[src/rtl/timer_dev.sv]
// Memory-mapped countdown timer: CTRL/PRESET/COUNT registers at addr[3:2],
// one-shot or auto-reload countdown, interrupt request to CP0.
module timer_dev #(
  parameter logic [31:0] PRESET_RST = 32'd0
) (
  input  logic        clk,
  input  logic        reset,
  input  logic [31:0] addr,
  input  logic        we,
  input  logic [31:0] wdata,
  output logic [31:0] rdata,
  output logic        irq
);

  typedef enum logic [1:0] {S_IDLE, S_LOAD, S_CNT, S_INT} state_t;

  state_t      st;
  logic [3:0]  ctrl;
  logic [31:0] preset;
  logic [31:0] count;
  logic        pending;

  logic [1:0]  sel;
  logic        wr_ctrl, wr_preset, mode1, fire;
  logic        unused_addr;

  assign sel         = addr[3:2];
  assign unused_addr = ^{addr[31:4], addr[1:0]};
  assign wr_ctrl     = we && (sel == 2'b00);
  assign wr_preset   = we && (sel == 2'b01);
  assign mode1       = (ctrl[2:1] == 2'b01);
  assign fire        = (st == S_CNT) && ctrl[0] && (count <= 32'd1);

  always_ff @(posedge clk or negedge reset) begin
    if (!reset) begin
      st      <= S_IDLE;
      ctrl    <= 4'd0;
      preset  <= PRESET_RST;
      count   <= 32'd0;
      pending <= 1'b0;
    end else begin
      if (wr_ctrl)   ctrl   <= wdata[3:0];
      if (wr_preset) preset <= wdata;
      // entering INT outranks the software clear
      if (fire)                        pending <= 1'b1;
      else if (wr_ctrl || wr_preset)   pending <= 1'b0;

      case (st)
        S_IDLE: if (ctrl[0]) st <= S_LOAD;
        S_LOAD: begin
          count <= preset;
          st    <= S_CNT;
        end
        S_CNT: begin
          if (!ctrl[0])
            st <= S_IDLE;
          else if (count <= 32'd1) begin
            count <= 32'd0;
            st    <= S_INT;
          end else
            count <= count - 32'd1;
        end
        S_INT: begin
          // auto-reload folds the idle pass into the reload: period is N+2
          st <= (mode1 && ctrl[0]) ? S_LOAD : S_IDLE;
          if (!mode1 && !wr_ctrl) ctrl[0] <= 1'b0;
        end
        default: st <= S_IDLE;
      endcase
    end
  end

  always_comb begin
    rdata = 32'd0;
    case (sel)
      2'b00:   rdata = {28'd0, ctrl};
      2'b01:   rdata = preset;
      2'b10:   rdata = count;
      default: rdata = 32'd0;
    endcase
  end

  assign irq = ctrl[3] & (mode1 ? (st == S_INT) : pending);

endmodule
[config.mk]
export PLATFORM = sky130hd
export DESIGN_NAME = timer_dev
export DESIGN_NICKNAME = d
export VERILOG_FILES = /design/src/rtl/timer_dev.sv
export SDC_FILE = /design/constraint.sdc
export NUM_CORES = 1
export LEC_CHECK = 0
export CELL_PAD_IN_SITES_DETAIL_PLACEMENT = 0
export CELL_PAD_IN_SITES_GLOBAL_PLACEMENT = 2
export CORE_ASPECT_RATIO = 0.7
export CORE_MARGIN = 4
export CORE_UTILIZATION = 28
export DETAILED_ROUTE_END_ITERATION = 7
export PLACE_DENSITY = 0.82
export SETUP_SLACK_MARGIN = 0.1
export SLEW_MARGIN = 20
export SYNTH_ARGS = -nofsm -noshare
export SYNTH_HDL_FRONTEND = slang
export SYNTH_SLANG_ARGS = --single-unit
export TNS_END_PERCENT = 10
[constraint.sdc]
create_clock -name clk -period 2 [get_ports clk]
set_input_delay 0.3 -clock clk [delete_from_list [all_inputs] [get_ports clk]]
set_output_delay 0.3 -clock clk [all_outputs]
set_load 0.02 [all_outputs]
==> reports/metrics.cfg, run 1 <==
[flow_run]
cap_violations = 0

[worst_setup_path]
critPathKind = reg2reg
cp.arrival_ns = 2.41
critPathCaptureType = flop
cp.required_ns = 2.22
critPathMaxFanout = 6
crit_path_start_kind = flop

[place]
post-place-cells = 732
hpwl_mm = 10.1
gp_congestion = 0.831
placed_area_mm2 = 0.00563
port_buffers = 69

[timing]
fin_skew_ns = 0.00692
worstMarginPinSlew_ns = 0.546
rsz0062_at_grt = true
setup_ws_ns = -0.183
setup_viol = 22
hold_viol = 18
maxSlewViolCount = 0
fin_crit_ns = 2.18
finalCritPeriodShare_pct = 109
relSlewSlack_pct = 63.6
fmax_mhz = 458
hold_slack_ns = -0.0189

[layout]
num_antenna_cells = 0
nFillCells = 1424
stdcell_count = 752
layout.nets = 621
drive_gt1_share_pct = 37.7
syn_to_final_growth_pct = 46.0
regArea_mm2 = 0.00178
multi_input_area_mm2 = 0.00231
fin_area_mm2 = 0.00610

[run_status]
status = finished, violations left
violations = hold timing, setup timing

[route]
ant_nets = 0
postRouteWirelength_mm = 14.0
wl_met2_mm = 6.27
top_layer_used = met4
drt-pass1-iter-count = 7
dr_wl_met3_um = 918
viasPerCell = 5.40
wl_met1_mm = 6.65
vias = 4059
avgRoutedWirePerCell_um = 18.6
remaining_drc_errors = 0
drt_first_iter_violations = 245

[power]
internal_power_w = 0.00502
ir_worst_vdd_v = 0.000500
power.total_w = 0.00821
p_seq_share_pct = 28.7
p_clk_share_pct = 20.4
sw_frac_of_total_pct = 38.9
netSwitchingPower_w = 0.00320
leakage_nw = 2.57
powerDensity_mw_per_mm2 = 1350
pwr-share-comb_pct = 50.8

[global_route]
grt_max_degree = 72
grt_pass1_wl_mm = 22.5
first_global_vias = 4202
gr-usage-all-layers_pct = 16.8
grt_overflow_total = 0
grt_antenna_before_repair = 0

[floorplan]
io_pins = 100
die_h_um = 110
die-area_mm2 = 0.0170
start_util_pct = 28.5
rows = 37
die_w_um = 154
core_area_mm2 = 0.0147

[hold_path]
hold_class = in2async

[logic_synthesis]
netlist.area_leader.share_pct = 42.5
synth_warnings = 0
syn_inst = 412
syn_area_mm2 = 0.00418
synth_most_common_cell = dfrtp_1
yosys-top-cells-area = dfrtp_1, mux2_2, a22o_1
synth_cell_types = 61
synth_common_cells = dfrtp_1, nand2_1, a22o_1, mux2_2, nand3_1
synthArstFlopShare_pct = 100
syn_nets = 481
syn_area_per_cell_um2 = 10.1
ys.flop_type = dfrtp_1
yosys.area.top_type = dfrtp_1
yosysSeqAreaShare_pct = 42.5
ys_seq_elements = 71
synth-edff-count = 0

[clock_tree]
clock_latency_ns = 0.34
cts-root-buf = clkbuf_16
cts_num_sinks = 71
path_clk_slew_ns = 0.06
cts_max_path_buffers = 2
cts_buffers = 9
cts_tree = built
holdBufCountCts = 0
htree_levels = 3

## layer usage
layer  vias to the layer above  GRT usage [%]
met5                         -              0
met4                         0           4.41
met3                        15           4.06
met2                       110           26.3
met1                      2041           23.5
li1                       1893              -
## through the flow
| stage | hold WS (ns) | setup slack, ns | util [%] | TNS [ns] |
|---|---|---|---|---|
| floorplan | 0.00441 | -0.0825 | - | -0.323 |
| global placement | 0.361 | -0.415 | 38.3 | -14.65 |
| detailed placement | 0.368 | -0.442 | 38.3 | -17.33 |
| CTS | 0.00967 | -0.173 | 40.9 | -3.09 |
| global route | 0.0221 | -0.267 | 41.6 | -3.99 |
| finish | -0.0189 | -0.183 | 41.6 | -1.52 |
## cell families (layout without fill, tap and decap cells)
kind of cell | Yosys count | in the layout | share of synthesized area [%]
AO/OA/AOI/OAI | 114 | 114 | 21.0
adder cells (fa/ha/maj) | 2 | 2 | 0.599
buffers and inverters | 37 | 182 | 4.82
flip-flops | 71 | 71 | 42.5
multiplexers | 39 | 39 | 10.4
AND/OR/NAND/NOR | 149 | 149 | 20.6
## path summary, 6_finish.rpt
kind	startpoint	to	slack, ns	cells after the start
max in group asynchronous	reset	ctrl[3]	1.68	2
hold reg to reg	pending	pending	0.49	2
setup / recovery	count[10]	count[21]	-0.18	7
setup reg to reg	count[10]	count[21]	-0.18	7
hold / removal	reset	preset[22]	-0.02	2
min in group clk	pending	pending	0.49	2
## sequential cells by signal, indices dropped and copies added, names as in the netlist
name,flops
st,2
pending,1
count,32
preset,32
ctrl,4
## cell type report
| cell class | instances | area share [%] |
|---|---|---|
| Clock buffer | 13 | 4.43 |
| Clock inverter | 3 | 0.656 |
| Inverter | 4 | 0.246 |
| Multi-Input combinational cell | 304 | 37.9 |
| Sequential cell | 71 | 29.1 |
| Tap cell | 195 | 4.00 |
| Timing Repair Buffer | 162 | 23.7 |
## power by group through the flow
stage	Combinational (W)	Clock (W)	Sequential, W
2_1_floorplan	0.00213	0	0.00240
3_3_place_gp	0.00399	0	0.00234
3_5_place_dp	0.00405	0	0.00237
4_1_cts	0.00407	0.00171	0.00235
5_1_grt	0.00456	0.00177	0.00244
6_report	0.00418	0.00168	0.00236
## critical path, stage by stage, from the launching register on
cell and delay, ns:
dfrtp_1 0.43, or4_4 0.56, nor4_4 0.19, nand4b_1 0.20, buf_6 0.18, buf_6 0.13
a31o_1 0.21, a22o_1 0.17
## layout by cell type (no fill, tap or decap), types with 7 or more instances in the layout
cell             synthesis  final
a22o_1                  35     35
a22oi_1                 16     16
buf_2                    5     10
buf_4                    2     78
buf_6                    3     12
clkbuf_16                0      9
clkdlybuf4s15_2          0     19
clkdlybuf4s50_1          0     33
dfrtp_1                 71     71
mux2_2                  35     35
nand2_1                 37     36
nand2b_1                 7      7
nand3_1                 17     16
nand4_1                 12     12
nor2_1                  15     13
nor3_1                  11      9
o21ai_0                 13     11
## what timing repair did
item | in CTS | in global routing
resized for setup | 124 | 29
setup endpoints to repair | 67 | 67
setup buffers | 1 | 1
gates cloned | 1 | 1
pin swaps | 6 | 12
Note: power is estimated with default switching activity, not from simulation.
==> inputs of run 2 (changes only) <==
--- a/config.mk
+++ b/config.mk
@@ -12,7 +12,6 @@
 export CORE_UTILIZATION = 28
 export DETAILED_ROUTE_END_ITERATION = 7
 export PLACE_DENSITY = 0.82
-export SETUP_SLACK_MARGIN = 0.1
 export SLEW_MARGIN = 20
 export SYNTH_ARGS = -nofsm -noshare
 export SYNTH_HDL_FRONTEND = slang
==> run 2 against run 1 <==
Effect of this change: the flow still finishes with violations (hold timing, setup timing); flip-flop and latch count unchanged; combinational power about the same; critical path depth unchanged; via count down 0.25%; die area unchanged; non-clock buffer count down 1; hold slack worse by 0.0029 ns; final area up 0.29%; critical path type unchanged; critical endpoint unchanged.
==> reports/metrics.cfg, run 2 (synthesized netlist as in run 1, its figures left out) <==
[place]
placed_area_mm2 = 0.00563
hpwl_mm = 10.1
post-place-cells = 732
port_buffers = 69
gp_congestion = 0.831

[timing]
setup_viol = 37
rsz0062_at_grt = true
fin_crit_ns = 2.18
finalCritPeriodShare_pct = 109
fin_skew_ns = 0.00596
worstMarginPinSlew_ns = 0.561
hold_slack_ns = -0.0218
setup_ws_ns = -0.182
relSlewSlack_pct = 62.5
maxSlewViolCount = 0
hold_viol = 20
fmax_mhz = 458

[layout]
top_regs = count (32), preset (32), ctrl (4)
fin_area_mm2 = 0.00612
syn_to_final_growth_pct = 46.4
stdcell_count = 751
fin_util_pct = 41.7
num_antenna_cells = 0
layout.nets = 620
drive_gt1_share_pct = 37.1
layout_common_cells = buf_4, dfrtp_1, nand2_1
layout_commonest_cell = buf_4

[floorplan]
core_area_mm2 = 0.0147
io_pins = 100
rows = 37
die-area_mm2 = 0.0170
start_util_pct = 28.5
die_h_um = 110
die_w_um = 154

[clock_tree]
clock_latency_ns = 0.34
cts_tree = built
holdBufCountCts = 0
cts_num_sinks = 71
cts_buffers = 9
cts_max_path_buffers = 2
cts-root-buf = clkbuf_16
htree_levels = 3
path_clk_slew_ns = 0.06

[route]
postRouteWirelength_mm = 14.0
drt-pass1-iter-count = 5
viasPerCell = 5.39
vias = 4049
avgRoutedWirePerCell_um = 18.6
drt_first_iter_violations = 238
ant_nets = 0
remaining_drc_errors = 0

[run_status]
status = finished, violations left
violations = hold timing, setup timing

[worst_setup_path]
critPathKind = reg2reg
cp.required_ns = 2.22
cp_slowest_cell = or4_4
crit_path_start_kind = flop
max_stage_delay_ns = 0.56
crit_chain = or4_4, nor4_4, nand4b_1, buf_6, buf_6, a31o_1, a22o_1
cp.arrival_ns = 2.40
critPathCaptureType = flop
r2r_setup_slack_ns = -0.18
cpMostUsedCell = buf_6
critPathMaxFanout = 6

[hold_path]
hold_class = in2async

[global_route]
grt_max_degree = 72
grt_pass1_wl_mm = 22.5
gr-usage-all-layers_pct = 16.9
grt_antenna_before_repair = 0
grt_overflow_total = 0
first_global_vias = 4215

[power]
p_clk_share_pct = 20.4
ir_worst_vdd_v = 0.000495
pwr-share-comb_pct = 50.8
sw_frac_of_total_pct = 38.8
netSwitchingPower_w = 0.00318
powerDensity_mw_per_mm2 = 1340
p_seq_share_pct = 28.8
internal_power_w = 0.00502
leakage_nw = 2.55

[flow_run]
cap_violations = 0

[run 2: final timing paths]
check,start,endpoint,cells past startpoint
max,count[10],count[21],7
min,reset,preset[22],2
max reg2reg,count[10],count[21],7
min reg2reg,pending,pending,2
max in group asynchronous,reset,ctrl[3],2
min in group clk,pending,pending,2
[run 2: per-stage QoR]
stage,TNS (ns),hold WS [ns],setup WS [ns],total power (W)
6_report,-1.77,-0.0218,-0.182,0.00820
2_1_floorplan,-0.323,0.00441,-0.0825,0.00453
5_1_grt,-5.55,0.0216,-0.266,0.00876
3_5_place_dp,-17.33,0.368,-0.442,0.00641
4_1_cts,-3.05,0.00967,-0.172,0.00815
3_3_place_gp,-14.65,0.361,-0.415,0.00633
[run 2: layer usage]
layer / share of wire (%) / global-route usage, %
met2: 45 / 26.3
met5: 0 / 0
met3: 5.7 / 4.06
met4: 1.2 / 4.41
met1: 48 / 23.6
[run 2: cell type report]
class                   instances  area [um2]
flip-flops and latches         71        1780
well taps                     195         244
multi-input cells             304        2300
clock buffers                  13         270
repair buffers                161        1470
inverters                       4        15.0
clock inverters                 3        40.0
fillers                      1414        8560
[run 2: timing repair]
| action | 4_1_cts | 5_1_grt |
|---|---|---|
| cloned | 1 | 1 |
| gates resized for setup | 105 | 26 |
| pin swaps | 6 | 13 |
| setup buffers | 0 | 1 |
| setup endpoints to repair | 65 | 65 |
[run 2: critical path, delay by kind of cell, from the launching register on]
kind | cells | cell delay (ns)
flops | 1 | 0.43
buf+inv | 2 | 0.31
simple gates | 3 | 0.95
compound gates | 2 | 0.38
[run 2: power groups by stage]
stage / Combinational (W) / Clock (W) / Sequential [W]
global route: 0.00456 / 0.00177 / 0.00244
CTS: 0.00409 / 0.00171 / 0.00235
detailed placement: 0.00405 / 0 / 0.00237
floorplan: 0.00213 / 0 / 0.00240
global placement: 0.00399 / 0 / 0.00234
finish: 0.00416 / 0.00167 / 0.00237
